File: src/rtl/pc_seq_ras.sv
// Fetch-stage program-counter sequencer with a circular return-address stack.
// Next PC priority: trap, stall, redirect, return, jump/call, sequential.
module pc_seq_ras #(
  parameter int ADDR_W    = 10,
  parameter int RESET_VEC = 0,
  parameter int INC       = 1,
  parameter int RAS_DEPTH = 4
) (
  input  logic                           clk,
  input  logic                           rst_n,
  input  logic                           en,
  input  logic                           trap,
  input  logic [ADDR_W-1:0]              trap_vec,
  input  logic                           redirect,
  input  logic [ADDR_W-1:0]              redirect_pc,
  input  logic                           ld,
  input  logic [ADDR_W-1:0]              ld_pc,
  input  logic                           call,
  input  logic                           ret,
  input  logic [ADDR_W-1:0]              ret_pc,
  output logic [ADDR_W-1:0]              pc,
  output logic [ADDR_W-1:0]              pc_4,
  output logic [$clog2(RAS_DEPTH):0]     ras_count,
  output logic                           ras_empty,
  output logic                           ras_full,
  output logic                           ras_hit
);

  localparam int PTR_W = $clog2(RAS_DEPTH);
  localparam int CNT_W = PTR_W + 1;

  logic [ADDR_W-1:0] pc_q, pc_d;
  logic [CNT_W-1:0]  cnt_q, cnt_d;
  logic [PTR_W-1:0]  top_q, top_d;
  logic [ADDR_W-1:0] ras_q [RAS_DEPTH];
  logic [ADDR_W-1:0] ras_d [RAS_DEPTH];
  logic              empty;
  logic [PTR_W-1:0]  top_inc;

  assign empty     = (cnt_q == '0);
  assign top_inc   = top_q + 1'b1;
  assign pc        = pc_q;
  assign pc_4      = pc_q + ADDR_W'(INC);
  assign ras_count = cnt_q;
  assign ras_empty = empty;
  assign ras_full  = (cnt_q == CNT_W'(RAS_DEPTH));
  assign ras_hit   = ret && !empty;

  // top_q indexes the newest valid entry; a push writes one slot above it,
  // so a full stack silently overwrites the oldest entry.
  always_comb begin
    pc_d  = pc_q;
    cnt_d = cnt_q;
    top_d = top_q;
    ras_d = ras_q;
    if (trap) begin
      pc_d  = trap_vec;
      cnt_d = '0;
      top_d = '0;
    end else if (en) begin
      if (redirect) begin
        pc_d = redirect_pc;
      end else if (ret) begin
        pc_d = empty ? ret_pc : ras_q[top_q];
        if (ld && call) begin
          // Coroutine swap: replace the top in place, or seed an empty stack.
          if (empty) begin
            top_d          = top_inc;
            ras_d[top_inc] = pc_4;
            cnt_d          = CNT_W'(1);
          end else begin
            ras_d[top_q] = pc_4;
          end
        end else if (!empty) begin
          top_d = top_q - 1'b1;
          cnt_d = cnt_q - 1'b1;
        end
      end else if (ld) begin
        pc_d = ld_pc;
        if (call) begin
          top_d          = top_inc;
          ras_d[top_inc] = pc_4;
          if (cnt_q != CNT_W'(RAS_DEPTH)) cnt_d = cnt_q + 1'b1;
        end
      end else begin
        pc_d = pc_4;
      end
    end
  end

  always_ff @(posedge clk or negedge rst_n) begin
    if (!rst_n) begin
      pc_q  <= ADDR_W'(RESET_VEC);
      cnt_q <= '0;
      top_q <= '0;
      for (int i = 0; i < RAS_DEPTH; i++) ras_q[i] <= '0;
    end else begin
      pc_q  <= pc_d;
      cnt_q <= cnt_d;
      top_q <= top_d;
      ras_q <= ras_d;
    end
  end

endmodule

File: config.mk
export PLATFORM = sky130hd
export DESIGN_NAME = pc_seq_ras
export DESIGN_NICKNAME = d
export VERILOG_FILES = /design/src/rtl/pc_seq_ras.sv
export SDC_FILE = /design/constraint.sdc
export NUM_CORES = 1
export LEC_CHECK = 0
export CAP_MARGIN = 20
export CORE_UTILIZATION = 55
export DETAILED_ROUTE_END_ITERATION = 8
export PLACE_DENSITY = 0.86
export REMOVE_ABC_BUFFERS = 1
export SLEW_MARGIN = 20
export SYNTH_ARGS = -nofsm -noshare
export SYNTH_HDL_FRONTEND = slang
export SYNTH_SLANG_ARGS = --single-unit
File: constraint.sdc
create_clock -name clk -period 3.2 [get_ports clk]
set_input_delay 0.64 -clock clk [delete_from_list [all_inputs] [get_ports clk]]
set_output_delay 0.64 -clock clk [all_outputs]
set_load 0.01 [all_outputs]
==> results.yml <==
outcome:
  status: "finished clean"
logic_synthesis:
  yosysUniqueCellTypes: 50
  synth_edf_count: 0
  syn_area_um2: 3350
  ys_seq_area_share_pct: 41.1
  netlist_instances: 352
  syn_avg_cell_area_um2: 9.52
  ys_warn_count: 0
  synthFlopType: "dfrtp_1"
  synth-seq-cells: 55
  synthArstFlopShare_pct: 100
routing:
  vias: 3150
  drc: 0
  antenna_left: 0
  drt_iter0_markers: 259
  post_drt_wl_per_cell_um: 19.1
  via_per_inst: 6.23
  drtPass1Iterations: 5
  wirelength_mm: 9.66
pwr:
  vdd_drop_max_uv: 359
  leakage_nw: 1.84
  powerDensity_nw_per_um2: 527
hold_path:
  min_path_type: "primary input to async pin"
timing:
  final.setup.tns_ps: 0
  finalHoldViolCount: 0
  clock_skew_ps: 16.0
  rsz0062_at_grt: "false"
  period_needed_ps: 3080
  setup_violations: 0
  max_slew_margin_pct: 52.3
  tightest_slew_ps: 716
  fmax_mhz: 325
  fin_crit_sh_pct: 96.3
  finalMaxSlewViolations: 0
die:
  dieArea_um2: 6410
  rows: 28
  die_w_um: 80.1
  start_util_pct: 57.0
  io-pin-count: 74
  core_um2: 5890
  dieHeight_um: 80.1
global_routing:
  grt_pass1_wl_mm: 15.0
  grt_overflow: 0
  grt_start_max_net_pins: 25
  antenna_found_initial: 0
  grt_pass1_vias: 3009
  grt.total_usage_pct: 31.5
setup_path:
  endpoint_kind: "output pin"
  r2r_start: "pc[0]"
  r2r_end: "pc[2]"
  worstSetupStartpoint: "pc[0]"
  ff2ff_path_depth: 7
  r2r_slack_ps: 820
  cp-start-kind: "register"
  worstPathRequired_ps: 2560
  cp_max_fo: 9
  critPathKind: "register to output pin"
  cp.arrival_ps: 2440
clock_tree:
  clock-sinks: 55
  cts_root_buf: "clkbuf_8"
  clk_path_buf_depth: 2
  clk-insertion-delay-late_ps: 330
  clk_pin_slew_ps: 120
  htreeDepth: 2
  cts_tree: "built"
  numCtsBuffers: 5
  ctsResizeCount: 0
  postCtsHoldBufs: 0
  cts_setup_buffers: 0
cells_and_area:
  diodes: 0
  fill_cells: 404
  drive_above_1_share_pct: 13.9
  synthToLayoutAreaGrowth_pct: 27.8
  num-nets-final: 489
  final_area_um2: 4280
place:
  dpl.hpwl_mm: 6.79
  port_buffers: 73
  placed_area_um2: 4180
  routabilityCongestion: 0.909
run:
  drv_cap: 0
## synth_stat cells (3+ instances only)
master    instances  area share (%)
dfrtp_1          55              41
a21oi_1          52             7.8
nor2_1           50             5.6
nand2_1          30             3.4
inv_1            15             1.7
ha_1             11             4.1
mux2_2           11             3.7
mux4_2           10             6.7
clkbuf_1          9             1.0
nand3_1           9             1.3
o21ai_0           9             1.3
xor2_1            8             2.1
buf_6             6             2.0
buf_2             5            0.75
nor2b_1           5            0.93
o221ai_1          5             1.3
a21oi_4           4             1.9
and3_1            4            0.75
nand4_1           4            0.75
a211o_1           3            0.78
a221o_1           3            0.90
a31oi_1           3            0.56
nand2b_1          3            0.56
## logic make-up after synthesis
group,share of synthesized area [%]
multiplexers,11.0
AND/OR/NAND/NOR,15.3
flip-flops,41.1
buffers and inverters,5.90
adder cells (fa/ha/maj),4.11
XOR/XNOR,2.61
AO/OA/AOI/OAI,20.0
## layout by cell type, fill, tap and decap left out, drive strengths merged, types with 8 or more instances in the layout
| cell type | Yosys | layout |
|---|---|---|
| a21oi | 58 | 58 |
| buf | 13 | 21 |
| clkdlybuf4s50 | 0 | 72 |
| dfrtp | 55 | 55 |
| ha | 11 | 11 |
| inv | 15 | 17 |
| mux2 | 11 | 11 |
| mux4 | 10 | 10 |
| nand2 | 30 | 30 |
| nand3 | 9 | 9 |
| nor2 | 50 | 50 |
| o21ai | 13 | 13 |
| xor2 | 8 | 8 |
## how the worst max path moves through the flow
stage / end / slack [ps] / cells after the start
after floorplan: ras_q[10] / 810 / 7
after global placement: ras_q[11] / 480 / 5
after detailed placement: ras_q[10] / 410 / 5
after CTS: pc_4[6] / 200 / 5
after global routing: pc_4[6] / 50 / 5
final: pc_4[6] / 120 / 5
## power by group
part	internal, W	switching, W	total (W)
sequential	0.000855	0.000134	0.000989
combinational	0.000419	0.000415	0.000834
clock	0.000167	0.000266	0.000433
total	0.00144	0.000816	0.00226
## layout make-up
class / count / area [µm²] / share of cell area, %
multi-input combinational: 260 / 1780 / 41.5
sequential: 55 / 1380 / 32.1
timing repair buffer: 93 / 876 / 20.4
tap: 75 / 93.8 / 2.19
clock buffer: 5 / 68.8 / 1.61
inverter: 15 / 56.3 / 1.31
clock inverter: 3 / 33.8 / 0.789
## worst max-delay path, cell delays in order, from the launching register on
cell	delay (ps)
dfrtp_1	560
ha_1	330
nand2_1	120
xor2_1	480
inv_1	100
clkdlybuf4s50_1	510
## per-layer routing
metal	wire [µm]	share of wire, %	up-vias	track usage (%)
li1	-	-	1410	-
met1	3840	40	1505	41.3
met2	4620	48	202	51.1
met3	895	9.3	33	6.02
met4	302	3.1	0	13.0
met5	0	0	-	0
## sequential cells by signal (all words and copies together) (netlist names)
signal	flops
ras_count	3
pc	10
top_q	2
ras_q	40
## per-stage QoR
stage               std cells  total power (W)  hold WS, ps  setup WS (ps)  util (%)
detailed placement        498          0.00181          498            412      71.0
floorplan                 330          0.00142          344            808         -
global route              506          0.00237          237           49.0      72.8
finish                    506          0.00226          211            120      72.8
global placement          498          0.00177          489            483      71.0
CTS                       506          0.00224          224            196      72.8
No activity file was read; power rests on OpenSTA's default activity.
